`src/rtl/ctx_stack.sv`:
```
// ctx_stack: parametrised return/context stack for the single-cycle CPU.
//
// Each entry holds {pc, saved flags, interrupt tag}. Interrupt pushes (calli)
// save the ALU flags so reti can restore z/c; ordinary calls store zero flags.
// Besides occupancy the block tracks how many interrupt frames are stored,
// a high-water mark, and sticky overflow/underflow flags.
//
// Build option CTX_STACK_WRAP_EN: storage becomes circular with a base
// pointer, and a push into a full stack overwrites the oldest entry instead
// of being dropped.
//
// Ports
//   clk          in   rising-edge clock
//   reset        in   asynchronous active-low reset
//   push         in   save pc_in (+flags_in, tag) this cycle
//   pop          in   remove top entry this cycle
//   intr         in   marks the push as an interrupt frame
//   pc_in        in   return address to save
//   flags_in     in   flags saved on interrupt push
//   clr_err      in   clears sticky oflow/uflow (wins over a same-cycle set)
//   pc_out       out  top-of-stack PC (0 when empty)
//   flags_out    out  top-of-stack saved flags (0 when empty)
//   top_is_intr  out  top entry is an interrupt frame (0 when empty)
//   level        out  current occupancy
//   intr_level   out  interrupt frames currently stored
//   max_level    out  high-water mark of level since reset
//   empty        out  level == 0
//   full         out  level == DEPTH
//   oflow        out  sticky overflow
//   uflow        out  sticky underflow

module ctx_stack #(
   parameter  int ADDR_W = 10,
   parameter  int DEPTH  = 16,
   parameter  int FLAG_W = 2,
   localparam int LVL_W  = $clog2(DEPTH + 1)
) (
   input  logic              clk,
   input  logic              reset,
   input  logic              push,
   input  logic              pop,
   input  logic              intr,
   input  logic [ADDR_W-1:0] pc_in,
   input  logic [FLAG_W-1:0] flags_in,
   input  logic              clr_err,
   output logic [ADDR_W-1:0] pc_out,
   output logic [FLAG_W-1:0] flags_out,
   output logic              top_is_intr,
   output logic [LVL_W-1:0]  level,
   output logic [LVL_W-1:0]  intr_level,
   output logic [LVL_W-1:0]  max_level,
   output logic              empty,
   output logic              full,
   output logic              oflow,
   output logic              uflow
);

   localparam int IDX_W = (DEPTH > 1) ? $clog2(DEPTH) : 1;
   localparam int EW    = ADDR_W + FLAG_W + 1;

   // Entry layout: [EW-1 -: ADDR_W] pc, [FLAG_W:1] flags, [0] interrupt tag
   logic [EW-1:0]    mem_q [DEPTH];

   logic [LVL_W-1:0] level_q, level_d;
   logic [LVL_W-1:0] intr_level_q, intr_level_d;
   logic [LVL_W-1:0] max_level_q, max_level_d;
   logic             oflow_q, oflow_d;
   logic             uflow_q, uflow_d;

   logic             is_empty;
   logic             is_full;
   logic [IDX_W-1:0] push_idx;
   logic [IDX_W-1:0] top_idx;
   logic [EW-1:0]    top_entry;
   logic             top_tag;

   logic             wr_en;
   logic [IDX_W-1:0] wr_idx;
   logic [EW-1:0]    wr_data;

`ifdef CTX_STACK_WRAP_EN
   logic [IDX_W-1:0] base_q, base_d;
   logic             oldest_tag;

   // (b + off) mod DEPTH; b < DEPTH and off <= DEPTH, so one subtraction suffices
   function automatic logic [IDX_W-1:0] wrap_idx(input logic [IDX_W-1:0] b,
                                                 input logic [LVL_W-1:0] off);
      int s;
      s = int'(b) + int'(off);
      if (s >= DEPTH) s = s - DEPTH;
      return IDX_W'(s);
   endfunction

   assign push_idx   = wrap_idx(base_q, level_q);
   // level_q - 1 underflows when empty; top_entry is masked in that case
   assign top_idx    = wrap_idx(base_q, level_q - 1'b1);
   assign oldest_tag = mem_q[base_q][0];
`else
   assign push_idx   = IDX_W'(level_q);
   assign top_idx    = IDX_W'(level_q - 1'b1);
`endif

   assign is_empty  = (level_q == '0);
   assign is_full   = (level_q == LVL_W'(DEPTH));
   assign top_entry = is_empty ? '0 : mem_q[top_idx];
   assign top_tag   = top_entry[0];

   always_comb begin
      level_d      = level_q;
      intr_level_d = intr_level_q;
      oflow_d      = oflow_q;
      uflow_d      = uflow_q;
      wr_en        = 1'b0;
      wr_idx       = push_idx;
      wr_data      = {pc_in, (intr ? flags_in : {FLAG_W{1'b0}}), intr};
`ifdef CTX_STACK_WRAP_EN
      base_d       = base_q;
`endif

      // push&pop on an empty stack degenerates to a plain push
      if (push && (!pop || is_empty)) begin
         if (!is_full) begin
            wr_en        = 1'b1;
            wr_idx       = push_idx;
            level_d      = level_q + 1'b1;
            intr_level_d = intr_level_q + LVL_W'(intr);
         end else begin
            oflow_d = 1'b1;
`ifdef CTX_STACK_WRAP_EN
            // Oldest slot is reused; the base advances so level stays DEPTH
            wr_en        = 1'b1;
            wr_idx       = base_q;
            base_d       = wrap_idx(base_q, LVL_W'(1));
            intr_level_d = intr_level_q - LVL_W'(oldest_tag) + LVL_W'(intr);
`endif
         end
      end else if (push && pop) begin
         wr_en        = 1'b1;
         wr_idx       = top_idx;
         intr_level_d = intr_level_q + LVL_W'(intr) - LVL_W'(top_tag);
      end else if (pop) begin
         if (is_empty) begin
            uflow_d = 1'b1;
         end else begin
            level_d      = level_q - 1'b1;
            // the stored tag, not the intr input, decides the frame type
            intr_level_d = intr_level_q - LVL_W'(top_tag);
         end
      end

      if (clr_err) begin
         oflow_d = 1'b0;
         uflow_d = 1'b0;
      end

      max_level_d = (level_d > max_level_q) ? level_d : max_level_q;
   end

   always_ff @(posedge clk or negedge reset) begin
      if (!reset) begin
         level_q      <= '0;
         intr_level_q <= '0;
         max_level_q  <= '0;
         oflow_q      <= 1'b0;
         uflow_q      <= 1'b0;
`ifdef CTX_STACK_WRAP_EN
         base_q       <= '0;
`endif
      end else begin
         level_q      <= level_d;
         intr_level_q <= intr_level_d;
         max_level_q  <= max_level_d;
         oflow_q      <= oflow_d;
         uflow_q      <= uflow_d;
`ifdef CTX_STACK_WRAP_EN
         base_q       <= base_d;
`endif
      end
   end

   // Storage is not reset; entries beyond level are never observed
   always_ff @(posedge clk) begin
      if (wr_en) mem_q[wr_idx] <= wr_data;
   end

   assign pc_out      = top_entry[EW-1 -: ADDR_W];
   assign flags_out   = top_entry[FLAG_W:1];
   assign top_is_intr = top_entry[0];
   assign level       = level_q;
   assign intr_level  = intr_level_q;
   assign max_level   = max_level_q;
   assign empty       = is_empty;
   assign full        = is_full;
   assign oflow       = oflow_q;
   assign uflow       = uflow_q;

endmodule

```
`config.mk`:
```
export PLATFORM = sky130hd
export DESIGN_NAME = ctx_stack
export DESIGN_NICKNAME = d
export VERILOG_FILES = /design/src/rtl/ctx_stack.sv
export SDC_FILE = /design/constraint.sdc
export NUM_CORES = 1
export LEC_CHECK = 0
export BUFFER_PORTS_ARGS = -buffer_cell sky130_fd_sc_hd__buf_2
export CELL_PAD_IN_SITES_DETAIL_PLACEMENT = 0
export CELL_PAD_IN_SITES_GLOBAL_PLACEMENT = 1
export CORE_MARGIN = 1
export CORE_UTILIZATION = 50
export CTS_CLUSTER_SIZE = 16
export DETAILED_ROUTE_END_ITERATION = 10
export PLACE_DENSITY_LB_ADDON = 0.08
export SYNTH_ARGS = -nofsm -noshare
export SYNTH_HDL_FRONTEND = slang
export SYNTH_SLANG_ARGS = --single-unit
```
`constraint.sdc`:
```
create_clock -name clk -period 9.08 [get_ports clk]
set_input_delay 0.454 -clock clk [delete_from_list [all_inputs] [get_ports clk]]
set_output_delay 0.454 -clock clk [all_outputs]
set_load 0.05 [all_outputs]
```
### Word level (Yosys, flattened, before mapping)

Memory sizes are Yosys's and may differ from the RTL's.
Cells that the tools add are included.

* word-level logic and storage cells: 57
* bits in writable memories: 208
* flip-flop bits (word level): 17
* output and inout port bits: 32
* input bits: 18
* memories kept: 1

Memory list
* mem_q: depth 16, width 13, read ports 1, clocked after memory_dff 0, write ports 1, RTL line 62 `logic [EW-1:0] mem_q [DEPTH];`

* multiplexer cells: 27
* order comparisons: 1
* add/subtract/negate cells: 5
* reduce and logical (&&, ||, !) cells: 13
* equal/unequal tests: 5

Operators with widths (number)
* $mux W5: 10
* $mux W1: 13
* $mux W13: 1
* $sub A5 B1 Y5: 2
* $mux W4: 2
* $reduce_bool A2 Y1: 4
* $ne A2 B2 Y1 const B: 3
* $add A5 B1 Y5: 1
* $add A5 B1 Y5 const B: 1
* $eq A5 B5 Y1 const B: 1
* $gt A5 B5 Y1: 1
* $logic_not A5 Y1: 1
* $sub A5 B1 Y5 const B: 1
* $reduce_and A4 Y1: 1
* $ne A3 B1 Y1 const B: 1
* $reduce_and A3 Y1: 1
* $reduce_bool A3 Y1: 1
* $logic_and A1 B1 Y1: 2
* $mux W2: 1
* $reduce_and A2 Y1: 1
* $logic_not A1 Y1: 1
* $logic_or A1 B1 Y1: 1

### Longest topological paths before layout

An unclocked memory read counts as a cell.

* word-level depth: 8
* mapped depth: 17
* gate-level depth less buffers: 13

### Least setup slack after synthesis

Ideal clock, no wire load.

* path kind: reg-to-reg
* start point: register level_q[0], in the netlist level[0]
* end point: register intr_level_q[2], in the netlist intr_level[2]
* buffers on the path: 4
* setup time: 0.130 ns
* data required time: 8.950 ns
* arrival time: 4.283 ns
* setup slack: 4.667 ns
* clock period less this slack: 4.413 ns
* stages on the path, launching flop included: 17
* cell sequence: dfrtp_1 > buf_4 > buf_4 > clkinv_1 > ha_1 > clkbuf_1 > clkbuf_1 > mux4_2 > nand2_1 > a21oi_1 > a31oi_1 > nor2_1 > ha_1 > ha_1 > a21boi_0 > o21ai_0 > xnor2_1

* cells in the longest elaborated chain, start to end: 8
* elaborated cells on any way between the ends: 17
* classes of those cells: 3 x add/sub; 3 x eq/ne; 5 x mux; 5 x reduce/logical; 1 x memory

RTL lines
* from (decl): RTL line 64 `logic [LVL_W-1:0] level_q, level_d;`
* from (signal assigned): RTL line 170 `level_q <= level_d;`
* $sub A5 B1 Y5
* $mem_v2 Z16 W13
* $mux W13 (*): RTL line 105 `assign top_entry = is_empty ? '0 : mem_q[top_idx];`
* net top_is_intr: RTL line 48 `output logic top_is_intr,`
* $sub A5 B1 Y5: RTL line 147 `intr_level_d = intr_level_q - LVL_W'(top_tag);`
* $mux W5: RTL line 142 `if (is_empty) begin`
* $mux W5: RTL line 141 `end else if (pop) begin`
* $mux W5 (*): RTL line 137 `end else if (push && pop) begin`
* $mux W5 (*): RTL line 121 `if (push && (!pop || is_empty)) begin`
* to (signal assigned): RTL line 171 `intr_level_q <= intr_level_d;`
* to (decl): RTL line 65 `logic [LVL_W-1:0] intr_level_q, intr_level_d;`

The timed path passes the listed nets; every way through them passes the cells marked *. The select of a mux whose other input is x is not followed.
A chain may end at the register's enable or synchronous reset.

### Final worst setup path

* start point: register level_q[1], in the netlist level[1]
* end point: register max_level_q[0], in the netlist max_level[0]

* cells in the longest elaborated chain, start to end: 6
* elaborated cells on any way between the ends: 12
* classes of those cells: 2 x add/sub; 1 x order compare; 1 x eq/ne; 5 x mux; 3 x reduce/logical

RTL lines
* $sub A5 B1 Y5 / $logic_not A5 Y1 (equally long branches): RTL line 145, 103
* $mux W5: RTL line 142
* $mux W5: RTL line 141
* $mux W5: RTL line 137
* $mux W5 (*): RTL line 121
* net level_d[1]: RTL line 64
* $gt A5 B5 Y1 (*): RTL line 156 `max_level_d = (level_d > max_level_q) ? level_d : max_level_q;`
* to (signal assigned): RTL line 172 `max_level_q <= max_level_d;`
* to (decl): RTL line 66 `logic [LVL_W-1:0] max_level_q, max_level_d;`

The timed path passes the listed nets; every way through them passes the cells marked *.

==> impl_metrics.py <==
metrics = {
    "status": {
        "status": "complete, no violations",
    },
    "place": {
        "gp_congestion": 0.828,
        "numPortBuffers": 49,
        "hpwl_um": 12700,
    },
    "setup_path": {
        "start_kind": "flop",
        "cp_data_required_time_ns": 9.48,
        "crit_path_max_fanout": 18,
        "arrival_ns": 4.59,
        "worstSetupEndpointType": "flop",
        "path_class": "flop to flop",
        "rrSetupSlack_ns": 4.89,
    },
    "clocking": {
        "clock_latency_ns": 0.52,
        "post_cts_buffers": 0,
        "htreeDepth": 1,
        "cts_tree": "yes",
        "cts.sinks": 225,
        "cts-resized-gates": 0,
        "clock_path_buffers": 3,
        "path_clk_slew_ns": 0.07,
        "root_buffer": "clkbuf_16",
        "cts_buffers": 23,
    },
    "global_routing": {
        "grtUsageTotal_pct": 22.5,
        "overflow": 0,
        "grt_pass1_wl_um": 32500,
        "antenna_found_initial": 0,
        "grt_pass1_vias": 5668,
        "grt_max_degree": 66,
    },
    "floorplanning": {
        "num_rows": 50,
        "ioPinCount": 50,
        "core_area_um2": 18600,
        "die_x_um": 140,
        "die_h_um": 140,
        "start_util_pct": 51.0,
        "die_area_um2": 19600,
    },
    "timing": {
        "setup_viol_count_final": 0,
        "fmax_ghz": 0.238,
        "rsz0062_at_grt": "no",
        "finalCriticalPeriod_ns": 4.19,
        "finalHoldViolCount": 0,
        "fin_skew_ns": 0.00604,
        "finalSetupTns_ns": 0,
        "slew_headroom_pct": 24.2,
        "min_period_over_period_pct": 46.2,
        "slew_violations": 0,
        "worstMarginPinSlew_ns": 1.13,
    },
    "yosys": {
        "synthesis.area_um2": 9510,
        "synthMostInstantiatedCell": "edfxtp_1",
        "async_flop_share_pct": 7.56,
        "synth_top_cell_by_area": "edfxtp_1",
        "synthCells": 626,
        "ys_warn_count": 0,
        "synthesis.nets": 655,
        "synth_seq_cells": 225,
        "synthTopCellsByArea": "edfxtp_1, mux4_2, dfrtp_1",
        "yosysSeqAreaShare_pct": 70.2,
        "ys_top_cells_by_count": "edfxtp_1, nand2_1, nor2_1",
        "synth_edf_count": 208,
        "synth_ff_type": "edfxtp_1",
        "synth_cell_types": 56,
        "syn_avg_cell_area_um2": 15.2,
        "synth_top_area_share_pct": 65.7,
    },
    "route": {
        "routed_wl_um": 21200,
        "first_pass_iters": 5,
        "highest_layer": "met4",
        "viasPerCell": 5.89,
        "first_iter_violations": 446,
        "wl_met2_um": 10000,
        "wl_met1_um": 9720,
        "drc_errors": 0,
        "met3_length_um": 986,
        "detail-route-antenna-nets": 0,
        "wl_per_cell_um": 22.7,
        "vias": 5491,
    },
    "min_path": {
        "hp-class": "input port to flop",
    },
    "finish": {
        "finalNetCount": 711,
        "syn_to_final_growth_pct": 13.3,
        "nFillCells": 1449,
        "fin_util_pct": 57.8,
        "drive_above_1_share_pct": 20.9,
        "diodes": 0,
    },
    "run": {
        "drv_cap": 0,
    },
}
-- layout by cell type, fill, tap and decap left out, drive strengths merged, types with 2 or more instances in the layout --
cell	instances
bufinv	2
and2	3
nand2	89
nor3	14
nand4	2
dfrtp	17
xnor2	8
nor2	41
edfxtp	208
buf	66
a21oi	28
mux4	26
o31ai	2
a32oi	29
nand3	4
clkbuf	34
a31oi	16
mux2i	28
o21ai	14
mux2	6
nor2b	3
and3	3
clkinv	6
inv	14
ha	11
-- logic make-up after synthesis --
logic type / Yosys count / synth area share [%]
flops: 225 / 70.2
fa+ha+maj: 11 / 1.45
xor+xnor: 9 / 0.829
mux: 60 / 9.82
simple gates: 168 / 7.75
buf+inv: 50 / 2.39
compound gates: 103 / 7.59
-- worst max-delay path, cell delays in order, from the launching register on --
cell and delay [ns]:
dfrtp_1 0.48, inv_1 0.14, ha_1 0.48, or4b_4 0.58, inv_2 0.34, nor2_2 0.14, a21oi_1 0.17, o32ai_1 0.17
ha_1 0.35, nor2b_1 0.12, o21ai_0 0.10, a21oi_1 0.17, a2bb2oi_1 0.44, mux2_2 0.40
-- registers in the layout, summed over array words and instances (netlist names) --
signal and cells:
mem_q 208, intr_level 5, level 5, max_level 5, oflow 1, uflow 1
-- final timing paths --
kind,start,end,cells after the start
max reg2reg,level[1]$_DFF_PN0_,max_level[0]$_DFFE_PN0N_,13
min reg2reg,oflow$_DFFE_PN0P_,oflow$_DFFE_PN0P_,2
min,clr_err,oflow$_DFFE_PN0P_,2
min in group asynchronous,reset,oflow$_DFFE_PN0P_,2
max,level[1]$_DFF_PN0_,max_level[0]$_DFFE_PN0N_,13
max in group asynchronous,reset,level[0]$_DFF_PN0_,2
-- metrics by stage --
step	std cells	worst slack (ns)	area, um^2	hold WS, ns
2_1_floorplan	626	4.67	9510	0.158
3_3_place_gp	890	5.09	10000	0.404
3_5_place_dp	890	4.95	10000	0.413
4_1_cts	933	4.93	10800	0.0820
5_1_grt	933	4.63	10800	0.0999
6_report	933	4.89	10800	0.0925
-- metal layers --
layer	GRT usage, %	vias up
met4	6.54	0
met5	0	-
met1	32.5	2799
met3	3.38	30
met2	35.9	123
li1	-	2539
-- final cells by class --
type                    instances  area [um^2]  share of cell area [%]
repair buffers                 67          383                    3.55
inverters                      14         52.6                   0.488
clock buffers                  34          617                    5.73
well taps                     234          293                    2.72
clock inverters                 8         95.1                   0.883
multi-input cells             351         2660                    24.7
flip-flops and latches        225         6670                    62.0
-- repair_timing --
action	in CTS	in global routing
hold buffers	1	0
endpoints found under the hold margin	17	0
endpoints found under the setup margin	0	0
Power is not shown: default switching activity piles up to over one toggle a cycle in this logic, so the estimate is an artifact.
